## src/rtl/demux_pkg.sv

```systemverilog
// rtl/demux_pkg.sv - shared types, defaults and select-width helper for demux_rr_sched
package demux_pkg;

  typedef enum logic {S_IDLE, S_HOLD} state_t;

  localparam int NCH_DEF = 4;
  localparam int DW_DEF  = 8;

  function automatic int clog2(input int n);
    int r;
    r = 0;
    while ((1 << r) < n) r = r + 1;
    return r;
  endfunction

endpackage

```

## src/rtl/demux_ch_cnt.sv

```systemverilog
// rtl/demux_ch_cnt.sv - per-channel 16-bit delivered-item counter bank
// Only compiled when DEMUX_CNT_EN is defined; cnt_clr wins over a coincident increment.
`ifdef DEMUX_CNT_EN
module demux_ch_cnt #(
  parameter int NCH = 4
) (
  input  logic              clk,
  input  logic              rst_n,
  input  logic              cnt_clr,
  input  logic [NCH-1:0]    inc,
  output logic [NCH*16-1:0] ch_cnt
);

  logic [NCH-1:0][15:0] cnt;

  always_ff @(posedge clk or negedge rst_n) begin
    if (!rst_n) begin
      cnt <= '0;
    end else if (cnt_clr) begin
      cnt <= '0;
    end else begin
      for (int k = 0; k < NCH; k++) begin
        if (inc[k]) cnt[k] <= cnt[k] + 16'd1;
      end
    end
  end

  assign ch_cnt = cnt;

endmodule
`endif

```

## src/rtl/demux_rr_sched.sv

```systemverilog
// rtl/demux_rr_sched.sv - one-item-deep 1-to-NCH demux with round-robin or explicit steering
// DEMUX_CNT_EN adds per-channel delivery counters (ch_cnt, cnt_clr).
module demux_rr_sched
  import demux_pkg::*;
#(
  parameter  int DW   = DW_DEF,
  parameter  int NCH  = NCH_DEF,
  localparam int SELW = clog2(NCH)
) (
  input  logic              clk,
  input  logic              rst_n,
  input  logic              en,
  input  logic              mode,
  input  logic              in_valid,
  output logic              in_ready,
  input  logic [DW-1:0]     in_data,
  input  logic [SELW-1:0]   in_sel,
  output logic [NCH-1:0]    out_valid,
  input  logic [NCH-1:0]    out_ready,
  output logic [DW-1:0]     out_data,
  output logic              busy
`ifdef DEMUX_CNT_EN
  ,
  input  logic              cnt_clr,
  output logic [NCH*16-1:0] ch_cnt
`endif
);

  state_t          state, state_nxt;
  logic            hold_vld, deliver, accept;
  logic [SELW-1:0] hold_sel, rr_ptr;

  assign hold_vld = (state == S_HOLD);
  assign deliver  = hold_vld & out_ready[hold_sel];
  // rst_n gating keeps the producer from seeing ready while the block is held in reset
  assign in_ready = rst_n & en & (~hold_vld | deliver);
  assign accept   = in_valid & in_ready;

  always_ff @(posedge clk or negedge rst_n) begin
    if (!rst_n) state <= S_IDLE;
    else        state <= state_nxt;
  end

  always_comb begin
    state_nxt = state;
    case (state)
      S_IDLE:  if (accept) state_nxt = S_HOLD;
      S_HOLD:  if (deliver && !accept) state_nxt = S_IDLE;
      default: state_nxt = S_IDLE;
    endcase
  end

  always_comb begin
    out_valid = '0;
    busy      = 1'b0;
    if (state == S_HOLD) begin
      out_valid[hold_sel] = 1'b1;
      busy                = 1'b1;
    end
  end

  // Destination is frozen at accept, so later mode/in_sel changes only affect the next item
  always_ff @(posedge clk or negedge rst_n) begin
    if (!rst_n) begin
      hold_sel <= '0;
      out_data <= '0;
      rr_ptr   <= '0;
    end else if (accept) begin
      hold_sel <= mode ? in_sel : rr_ptr;
      out_data <= in_data;
      if (!mode) rr_ptr <= rr_ptr + SELW'(1);
    end
  end

`ifdef DEMUX_CNT_EN
  demux_ch_cnt #(.NCH(NCH)) u_ch_cnt (
    .clk     (clk),
    .rst_n   (rst_n),
    .cnt_clr (cnt_clr),
    .inc     (out_valid & out_ready),
    .ch_cnt  (ch_cnt)
  );
`endif

endmodule

```

## config.mk

```make
export PLATFORM = sky130hd
export DESIGN_NAME = demux_rr_sched
export DESIGN_NICKNAME = d
export VERILOG_FILES = /design/src/rtl/demux_pkg.sv /design/src/rtl/demux_ch_cnt.sv /design/src/rtl/demux_rr_sched.sv
export SDC_FILE = /design/constraint.sdc
export NUM_CORES = 1
export LEC_CHECK = 0
export CORE_AREA = 2 2 42 44
export DETAILED_ROUTE_END_ITERATION = 8
export DIE_AREA = 0 0 44 46
export PLACE_DENSITY = 0.85
export REMOVE_ABC_BUFFERS = 1
export SYNTH_ARGS = -nofsm -noshare
export SYNTH_HDL_FRONTEND = slang
export SYNTH_HIERARCHICAL = 1
export SYNTH_SLANG_ARGS = --single-unit
```

## constraint.sdc

```tcl
create_clock -name clk -period 3.9 [get_ports clk]
set_input_delay 0.39 -clock clk [delete_from_list [all_inputs] [get_ports clk]]
set_output_delay 0.39 -clock clk [all_outputs]
set_load 0.05 [all_outputs]
```

==> flow_metrics.py, run 1 <==
metrics = {
    "status": {
        "status": "complete, no violations",
    },
    "logic_synthesis": {
        "ys_ff_latch": 13,
        "synth_edf_count": 0,
        "synthDistinctLibCells": 17,
        "synth_async_sr_flop_share": 1.00,
        "ys.flop_type": "dfrtp_1",
        "netlist_instances": 47,
        "syn_area_um2": 607,
        "synth.top_cell.area_share": 0.536,
        "synth_largest_area_cell": "dfrtp_1",
        "yosysMostFrequentCell": "dfrtp_1",
        "avgSynthCellArea_um2": 12.9,
        "synth_warnings": 6,
        "synth.area.top_cells": "dfrtp_1, mux2_1, mux2_2",
        "yosysSeqAreaShare": 0.536,
        "synthTopCellsByCount": "dfrtp_1, mux2_1, nor2b_1",
    },
    "detailed_routing": {
        "antenna_left": 0,
        "drc": 0,
        "drt-initial-drc-count": 6,
        "wl_um": 1150,
        "routedWlPerCell_um": 11.7,
        "avgViaCountPerCell": 4.77,
        "num_vias": 467,
        "firstDrtPassIters": 2,
    },
    "power": {
        "ir_drop_uv": 387,
        "powerDensity_nw_per_um2": 606,
        "p_leak_nw": 0.395,
    },
    "timing": {
        "setup_viol": 0,
        "fmax_ghz": 0.373,
        "worst_pin_slew_ns": 0.667,
        "drv_slew": 0,
        "finalHoldViolCount": 0,
        "setup_tns_ns": 0,
        "maxSlewHeadroom": 0.555,
        "min_period_over_period": 0.688,
        "clock_skew_ns": 0.00310,
        "rsz0062_at_grt": "no",
        "period_needed_ns": 2.68,
    },
    "placement": {
        "portBuffers": 32,
        "gp_congestion": 0.682,
        "place_area_um2": 930,
        "dp_hpwl_um": 946,
    },
    "worst_setup_path": {
        "crit_top_cell": "clkdlybuf4s50_1",
        "slowest_delay_ns": 0.85,
        "crit_chain": "clkdlybuf4s50_1, and3_1, clkdlybuf4s50_1",
        "path_class": "input port to primary output",
        "r2r-end": "out_data[0]",
        "endpoint_kind": "primary output",
        "r2r-start": "hold_sel[1]",
        "worstPathArrival_ns": 2.29,
        "slowest_stage": "clkdlybuf4s50_1",
        "reg2reg_depth": 3,
        "cp.required_ns": 3.51,
        "path_max_fanout": 15,
        "cp-start-kind": "input port",
        "worst-r2r-setup-slack_ns": 2.06,
    },
    "clocking": {
        "numCtsBuffers": 3,
        "root_buffer": "clkbuf_4",
        "cts_resized": 0,
        "postCtsHoldBufs": 0,
        "clockBufferDepth": 2,
        "cts_max_level": 1,
        "clock_latency_ns": 0.26,
        "tritoncts": "built",
        "cts.clk_slew.worst_paths_ns": 0.07,
        "cts.sinks": 13,
        "postCtsSetupBuffers": 0,
    },
    "grt": {
        "overflow": 0,
        "grt_antenna_before_repair": 0,
        "grt_max_degree": 16,
        "track_usage": 0.128,
        "grt_pass1_vias": 457,
        "grt_pass1_wl_um": 1870,
    },
    "worst_hold_path": {
        "min_to": "rr_ptr[0]",
        "hold_path.class": "flop to flop",
        "min_delay_path_depth": 1,
        "min_from": "rr_ptr[0]",
    },
    "run": {
        "maxCapViolCount": 0,
    },
    "die": {
        "initial_core_util": 0.376,
        "core_area_um2": 1610,
        "rows": 15,
        "die_area_um2": 2020,
        "die_w_um": 44,
        "io_pins": 33,
        "die_h_um": 46,
    },
    "layout": {
        "postLayoutCoreUtil": 0.592,
        "layout.nets": 101,
        "drive_gt1_frac": 0.0864,
        "area_growth_pct": 57.5,
        "antenna_cells": 0,
        "fin_area_um2": 956,
    },
}
-- worst max-delay path by stage --
stage             start            to  slack (ns)
3_5_place_dp      rst_n      in_ready        1.18
6_report          rst_n      in_ready        1.22
4_1_cts           rst_n      in_ready        1.18
3_3_place_gp      rst_n      in_ready        1.20
5_1_grt           rst_n      in_ready        1.06
2_1_floorplan  hold_vld  out_valid[0]        1.77
-- worst max-delay path, delay by kind of cell --
family                 cells  cell delay, ns
AND/OR/NAND/NOR            1            0.25
buffers and inverters      2            1.65
-- registers in the layout, indices dropped and copies added (netlist names) --
signal and cells:
rr_ptr 2, hold_sel 2, out_data 8, hold_vld 1
-- area by class of cell --
cell class | instances | area (um2)
fillers | 135 | 658
clock buffers | 4 | 26.3
well taps | 17 | 21.3
repair buffers | 32 | 320
flip-flops and latches | 13 | 325
multi-input cells | 32 | 263
-- per-stage QoR --
stage	hold slack, ns	worst slack [ns]	total power, mW	instances
6_report	0.481	1.22	0.580	98
2_1_floorplan	0.0944	1.77	0.400	45
5_1_grt	0.499	1.06	0.612	98
3_3_place_gp	0.452	1.20	0.501	94
3_5_place_dp	0.472	1.18	0.509	94
4_1_cts	0.486	1.18	0.587	98
-- power by group --
group,total [mW],internal [mW],switching (mW)
clock network,0.0768,0.0395,0.0373
logic,0.291,0.115,0.175
registers,0.212,0.180,0.0319
-- cells by family after synthesis --
group / Yosys count / synth area share
flip-flops: 13 / 0.536
AO/OA/AOI/OAI: 5 / 0.0804
AND/OR/NAND/NOR: 14 / 0.126
XOR/XNOR: 2 / 0.0289
buffers and inverters: 2 / 0.0309
multiplexers: 11 / 0.198
-- per-layer routing --
layer  wire, um  part of all wire  track usage  vias up
li1           -                 -            -      230
met1        476              0.42        0.141      217
met2        587              0.51        0.221       18
met3         77             0.067       0.0357        2
met4          5            0.0044       0.0727        0
met5          0                 0            0        -
-- cells in the final DEF, fill, tap and decap left out --
cell,Yosys,routed
a22oi_1,1,1
clkbuf_4,0,3
mux2i_1,3,3
nor2_1,2,2
nand3_1,1,1
xnor2_1,2,2
clkdlybuf4s50_1,0,32
a221oi_4,1,1
nand2_1,2,2
a21oi_1,3,3
and2_1,2,2
nand2b_1,1,1
dfrtp_1,13,13
clkbuf_1,0,1
mux2_1,5,5
nor2b_1,4,4
mux2_2,3,3
and3_1,2,2
Power figures use the tool's default switching activity.
==> inputs of run 2 (changes only) <==
--- a/config.mk
+++ b/config.mk
@@ -5,10 +5,10 @@
 export SDC_FILE = /design/constraint.sdc
 export NUM_CORES = 1
 export LEC_CHECK = 0
-export CORE_AREA = 2 2 42 44
+export CORE_AREA = 2 2 46 48
 export DETAILED_ROUTE_END_ITERATION = 8
-export DIE_AREA = 0 0 44 46
-export PLACE_DENSITY = 0.85
+export DIE_AREA = 0 0 48 50
+export PLACE_DENSITY = 0.76
 export REMOVE_ABC_BUFFERS = 1
 export SYNTH_ARGS = -nofsm -noshare
 export SYNTH_HDL_FRONTEND = slang
==> constraint.sdc (replaced) <==
create_clock -name clk -period 2.25 [get_ports clk]
set_input_delay 0.225 -clock clk [delete_from_list [all_inputs] [get_ports clk]]
set_output_delay 0.225 -clock clk [all_outputs]
set_load 0.05 [all_outputs]
==> flow_metrics.py, run 2 (same netlist as run 1, synthesis figures left out) <==
metrics = {
    "die": {
        "initial_core_util": 0.319,
        "io_pins": 33,
        "core_area_um2": 1900,
        "die_h_um": 50,
        "die_w_um": 48,
        "rows": 16,
        "die_area_um2": 2400,
    },
    "detailed_routing": {
        "drt-initial-drc-count": 2,
        "antenna_left": 0,
        "drc": 0,
        "firstDrtPassIters": 2,
        "wl_um": 1260,
        "routedWlPerCell_um": 11.5,
        "num_vias": 495,
        "avgViaCountPerCell": 4.50,
    },
    "layout": {
        "area_growth_pct": 66.6,
        "largest_reg_flops": 8,
        "layout.nets": 103,
        "instances_no_fill": 110,
        "layout_commonest_cell": "clkdlybuf4s50_1",
        "drive_gt1_frac": 0.120,
        "final_cell_mix": "clkdlybuf4s50_1, dfrtp_1, mux2_1",
        "fillers": 178,
        "antenna_cells": 0,
        "largestRegisters": "out_data: 8 flops, hold_sel: 2 flops, rr_ptr: 2 flops",
        "top_register": "out_data",
    },
    "placement": {
        "pre_cts_slack_ns": 0.332,
        "gp_congestion": 0.653,
        "place_inst": 106,
        "dp_hpwl_um": 1050,
        "portBuffers": 32,
    },
    "power": {
        "powerDensity_nw_per_um2": 1010,
        "p_leak_nw": 0.450,
        "total_power_mw": 1.02,
        "ir_drop_uv": 489,
    },
    "status": {
        "status": "complete, no violations",
    },
    "grt": {
        "grt_max_degree": 15,
        "grt_pass1_wl_um": 2020,
        "overflow": 0,
        "grt_pass1_vias": 514,
        "track_usage": 0.120,
        "grt_antenna_before_repair": 0,
    },
    "timing": {
        "holdWs_ns": 0.290,
        "rsz0062_at_grt": "no",
        "setup_tns_ns": 0,
        "clock_skew_ns": 0.00147,
        "worst_pin_slew_ns": 0.526,
        "period_needed_ns": 2.03,
        "setup_viol": 0,
        "min_period_over_period": 0.903,
        "maxSlewHeadroom": 0.648,
        "finalHoldViolCount": 0,
        "drv_slew": 0,
        "fmax_ghz": 0.492,
        "setup_ws_ns": 0.218,
    },
    "worst_hold_path": {
        "hold_path.class": "input port to async pin",
    },
    "clocking": {
        "clock_latency_ns": 0.27,
        "numCtsBuffers": 3,
        "cts_max_level": 1,
        "clockBufferDepth": 2,
        "postCtsHoldBufs": 0,
        "cts.sinks": 13,
        "tritoncts": "built",
        "root_buffer": "clkbuf_4",
        "cts.clk_slew.worst_paths_ns": 0.08,
    },
    "worst_setup_path": {
        "path_max_fanout": 4,
        "cp.required_ns": 2.03,
        "worstPathArrival_ns": 1.81,
        "cp-start-kind": "flop",
        "path_class": "flop to primary output",
        "endpoint_kind": "primary output",
    },
    "run": {
        "maxCapViolCount": 0,
    },
}
==> run 2: changes by cell type in the layout (fill, tap and decap cells not counted) <==
cell / change
dlymetal6s2s_1: +2
buf_12: +2
clkdlybuf4s50_1: -3
buf_4: +1
==> run 2: repair_timing <==
action,CTS,global route
endpoints found under the setup margin,0,2
buffers inserted,0,0
gates resized for setup,0,2
==> run 2: worst max-delay path, stage by stage, from the launching register on <==
cell and delay, ns:
dfrtp_1 0.38, and2_1 0.21, nor2b_1 0.14, clkdlybuf4s50_1 0.80
==> run 2: final timing paths <==
check                            startpoint  cells after the start           end  slack, ns
worst max-delay path            hold_sel[0]                      3  out_valid[1]       0.22
worst min-delay path                  rst_n                      2   out_data[7]       0.29
worst max register to register  hold_sel[1]                      4   out_data[1]       0.55
worst min register to register    rr_ptr[0]                      1     rr_ptr[0]       0.47
max in group asynchronous             rst_n                      2   out_data[2]       1.80
min in group clk                  rr_ptr[0]                      1     rr_ptr[0]       0.47
==> run 2: final cells by class <==
| class | count | area, um2 | area share |
|---|---|---|---|
| repair buffers | 34 | 363 | 0.359 |
| well taps | 27 | 33.8 | 0.0334 |
| multi-input cells | 32 | 263 | 0.260 |
| flip-flops and latches | 13 | 325 | 0.322 |
| clock buffers | 4 | 26.3 | 0.0260 |
==> run 2: stage by stage <==
stage / util / area [um2]
CTS: 0.529 / 1010
detailed placement: 0.515 / 980
finish: 0.532 / 1010
global route: 0.532 / 1010
global placement: 0.515 / 980
floorplan: - / 588
==> run 2: routing by layer <==
layer  vias up  wire, um  GRT usage  part of all wire
met1       239       488      0.127              0.39
met2        18       654      0.204              0.52
met5         -         0          0                 0
met4         0        17     0.0541             0.013
li1        236         -          -                 -
met3         2       101     0.0366             0.080
==> run 2: where the power goes <==
| group | switching, mW | internal [mW] | leakage [nW] |
|---|---|---|---|
| clock | 0.0728 | 0.0686 | 0.0150 |
| combinational | 0.306 | 0.209 | 0.281 |
| sequential | 0.0540 | 0.312 | 0.153 |
==> inputs of run 3 (changes only) <==
--- a/config.mk
+++ b/config.mk
@@ -5,10 +5,12 @@
 export SDC_FILE = /design/constraint.sdc
 export NUM_CORES = 1
 export LEC_CHECK = 0
-export CORE_AREA = 2 2 46 48
+export CAP_MARGIN = 15
+export CORE_AREA = 2 2 39 41
 export DETAILED_ROUTE_END_ITERATION = 8
-export DIE_AREA = 0 0 48 50
-export PLACE_DENSITY = 0.76
+export DIE_AREA = 0 0 41 43
+export DONT_BUFFER_PORTS = 1
+export PLACE_DENSITY = 0.68
 export REMOVE_ABC_BUFFERS = 1
 export SYNTH_ARGS = -nofsm -noshare
 export SYNTH_HDL_FRONTEND = slang
==> flow_metrics.py, run 3 (same netlist as run 1, synthesis figures left out) <==
metrics = {
    "power": {
        "powerDensity_nw_per_um2": 1310,
        "p_leak_nw": 0.293,
        "ir_drop_uv": 581,
    },
    "detailed_routing": {
        "avgViaCountPerCell": 5.46,
        "firstDrtPassIters": 4,
        "wl_um": 1030,
        "wl_met3_um": 117,
        "wl_met2_um": 510,
        "highest_layer": "met4",
        "routedWlPerCell_um": 14.9,
        "drc": 0,
        "antenna_left": 0,
        "drt-met1-wl_um": 392,
        "num_vias": 377,
        "drt-initial-drc-count": 2,
    },
    "placement": {
        "dp_hpwl_um": 749,
        "place_area_um2": 631,
        "pre_cts_slack_ns": 0.421,
        "gp_congestion": 0.611,
        "portBuffers": 0,
        "place_inst": 64,
    },
    "die": {
        "die_w_um": 41,
        "rows": 14,
        "initial_core_util": 0.439,
        "io_pins": 33,
        "die_area_um2": 1760,
        "die_h_um": 43,
        "core_area_um2": 1380,
    },
    "timing": {
        "worst_pin_slew_ns": 0.644,
        "rsz0062_at_grt": "no",
        "drv_slew": 0,
        "min_period_over_period": 0.840,
        "setup_tns_ns": 0,
        "setup_ws_ns": 0.360,
        "setup_viol": 0,
        "maxSlewHeadroom": 0.571,
        "period_needed_ns": 1.89,
        "finalHoldViolCount": 0,
        "clock_skew_ns": 0.00334,
        "fmax_ghz": 0.529,
    },
    "grt": {
        "grt_max_degree": 15,
        "track_usage": 0.138,
        "grt_antenna_before_repair": 0,
        "grt_pass1_vias": 353,
        "grt_pass1_wl_um": 1480,
        "overflow": 0,
    },
    "layout": {
        "fillers": 134,
        "antenna_cells": 0,
        "top_register": "out_data",
        "layout_commonest_cell": "dfrtp_1",
        "layout.nets": 73,
        "final_cell_mix": "dfrtp_1, mux2_1, nor2b_1",
        "largestRegisters": "out_data: 8 flops, hold_sel: 2 flops, rr_ptr: 2 flops",
        "drive_gt1_frac": 0.189,
        "area_growth_pct": 9.90,
        "instances_no_fill": 69,
        "largest_reg_flops": 8,
        "fin_area_um2": 667,
        "postLayoutCoreUtil": 0.482,
    },
    "worst_setup_path": {
        "slowest_delay_ns": 0.50,
        "critPathBufInv": 0,
        "crit_chain": "mux2i_1, a22oi_1, and3_1",
        "endpoint_kind": "primary output",
        "path_max_fanout": 7,
        "r2r-start": "hold_sel[1]",
        "path_class": "flop to primary output",
        "slowest_stage": "and3_1",
        "cp.required_ns": 2.03,
        "worstPathArrival_ns": 1.67,
        "path_delay_family": "simple AND/OR/NAND/NOR gates",
        "r2r-end": "out_data[2]",
        "reg2reg_depth": 3,
        "cp-start-kind": "flop",
        "worst-r2r-setup-slack_ns": 0.44,
    },
    "clocking": {
        "cts_resized": 0,
        "clock_latency_ns": 0.27,
        "clockBufferDepth": 2,
        "cts.sinks": 13,
        "numCtsBuffers": 3,
        "cts.clk_slew.worst_paths_ns": 0.08,
        "root_buffer": "clkbuf_4",
        "postCtsSetupBuffers": 0,
        "cts_max_level": 1,
        "tritoncts": "built",
        "postCtsHoldBufs": 1,
    },
    "worst_hold_path": {
        "min_delay_path_depth": 1,
        "min_from": "in_data[7]",
        "min_to": "out_data[7]",
        "hold_path.class": "input port to flop",
    },
    "run": {
        "maxCapViolCount": 0,
    },
    "status": {
        "status": "complete, no violations",
    },
}
run 3: how the worst max path moves through the flow:
stage	start	end	slack, ns	cells past startpoint
after floorplan	hold_vld	out_valid[0]	0.29	2
after global placement	hold_sel[1]	out_data[0]	0.47	3
after detailed placement	hold_sel[1]	out_data[2]	0.42	3
after CTS	hold_sel[1]	in_ready	0.33	3
after global routing	hold_sel[1]	in_ready	0.27	3
final	hold_sel[1]	in_ready	0.36	3
run 3: layer usage:
layer	track usage	up-vias
met5	0	-
met4	0.120	0
met3	0.0419	2
met2	0.200	21
met1	0.153	180
li1	-	174
run 3: final cells by class:
type	instances	area, um2	share of cell area
Timing Repair Buffer	4	32.5	0.0488
Multi-Input combinational cell	32	263	0.394
Sequential cell	13	325	0.488
Clock buffer	4	26.3	0.0394
Tap cell	16	20.0	0.0300
run 3: power breakdown:
part	internal (mW)	leakage, nW	switching, mW	total (mW)
clock network	0.0686	0.0150	0.0712	0.140
registers	0.309	0.153	0.219	0.528
logic	0.0879	0.125	0.121	0.209
run 3: per-stage QoR:
stage / hold WS [ns] / power [mW]
global route: 0.0645 / 0.925
floorplan: -0.0706 / 0.694
global placement: -0.0703 / 0.731
CTS: 0.0764 / 0.886
finish: 0.0866 / 0.877
detailed placement: -0.0704 / 0.738
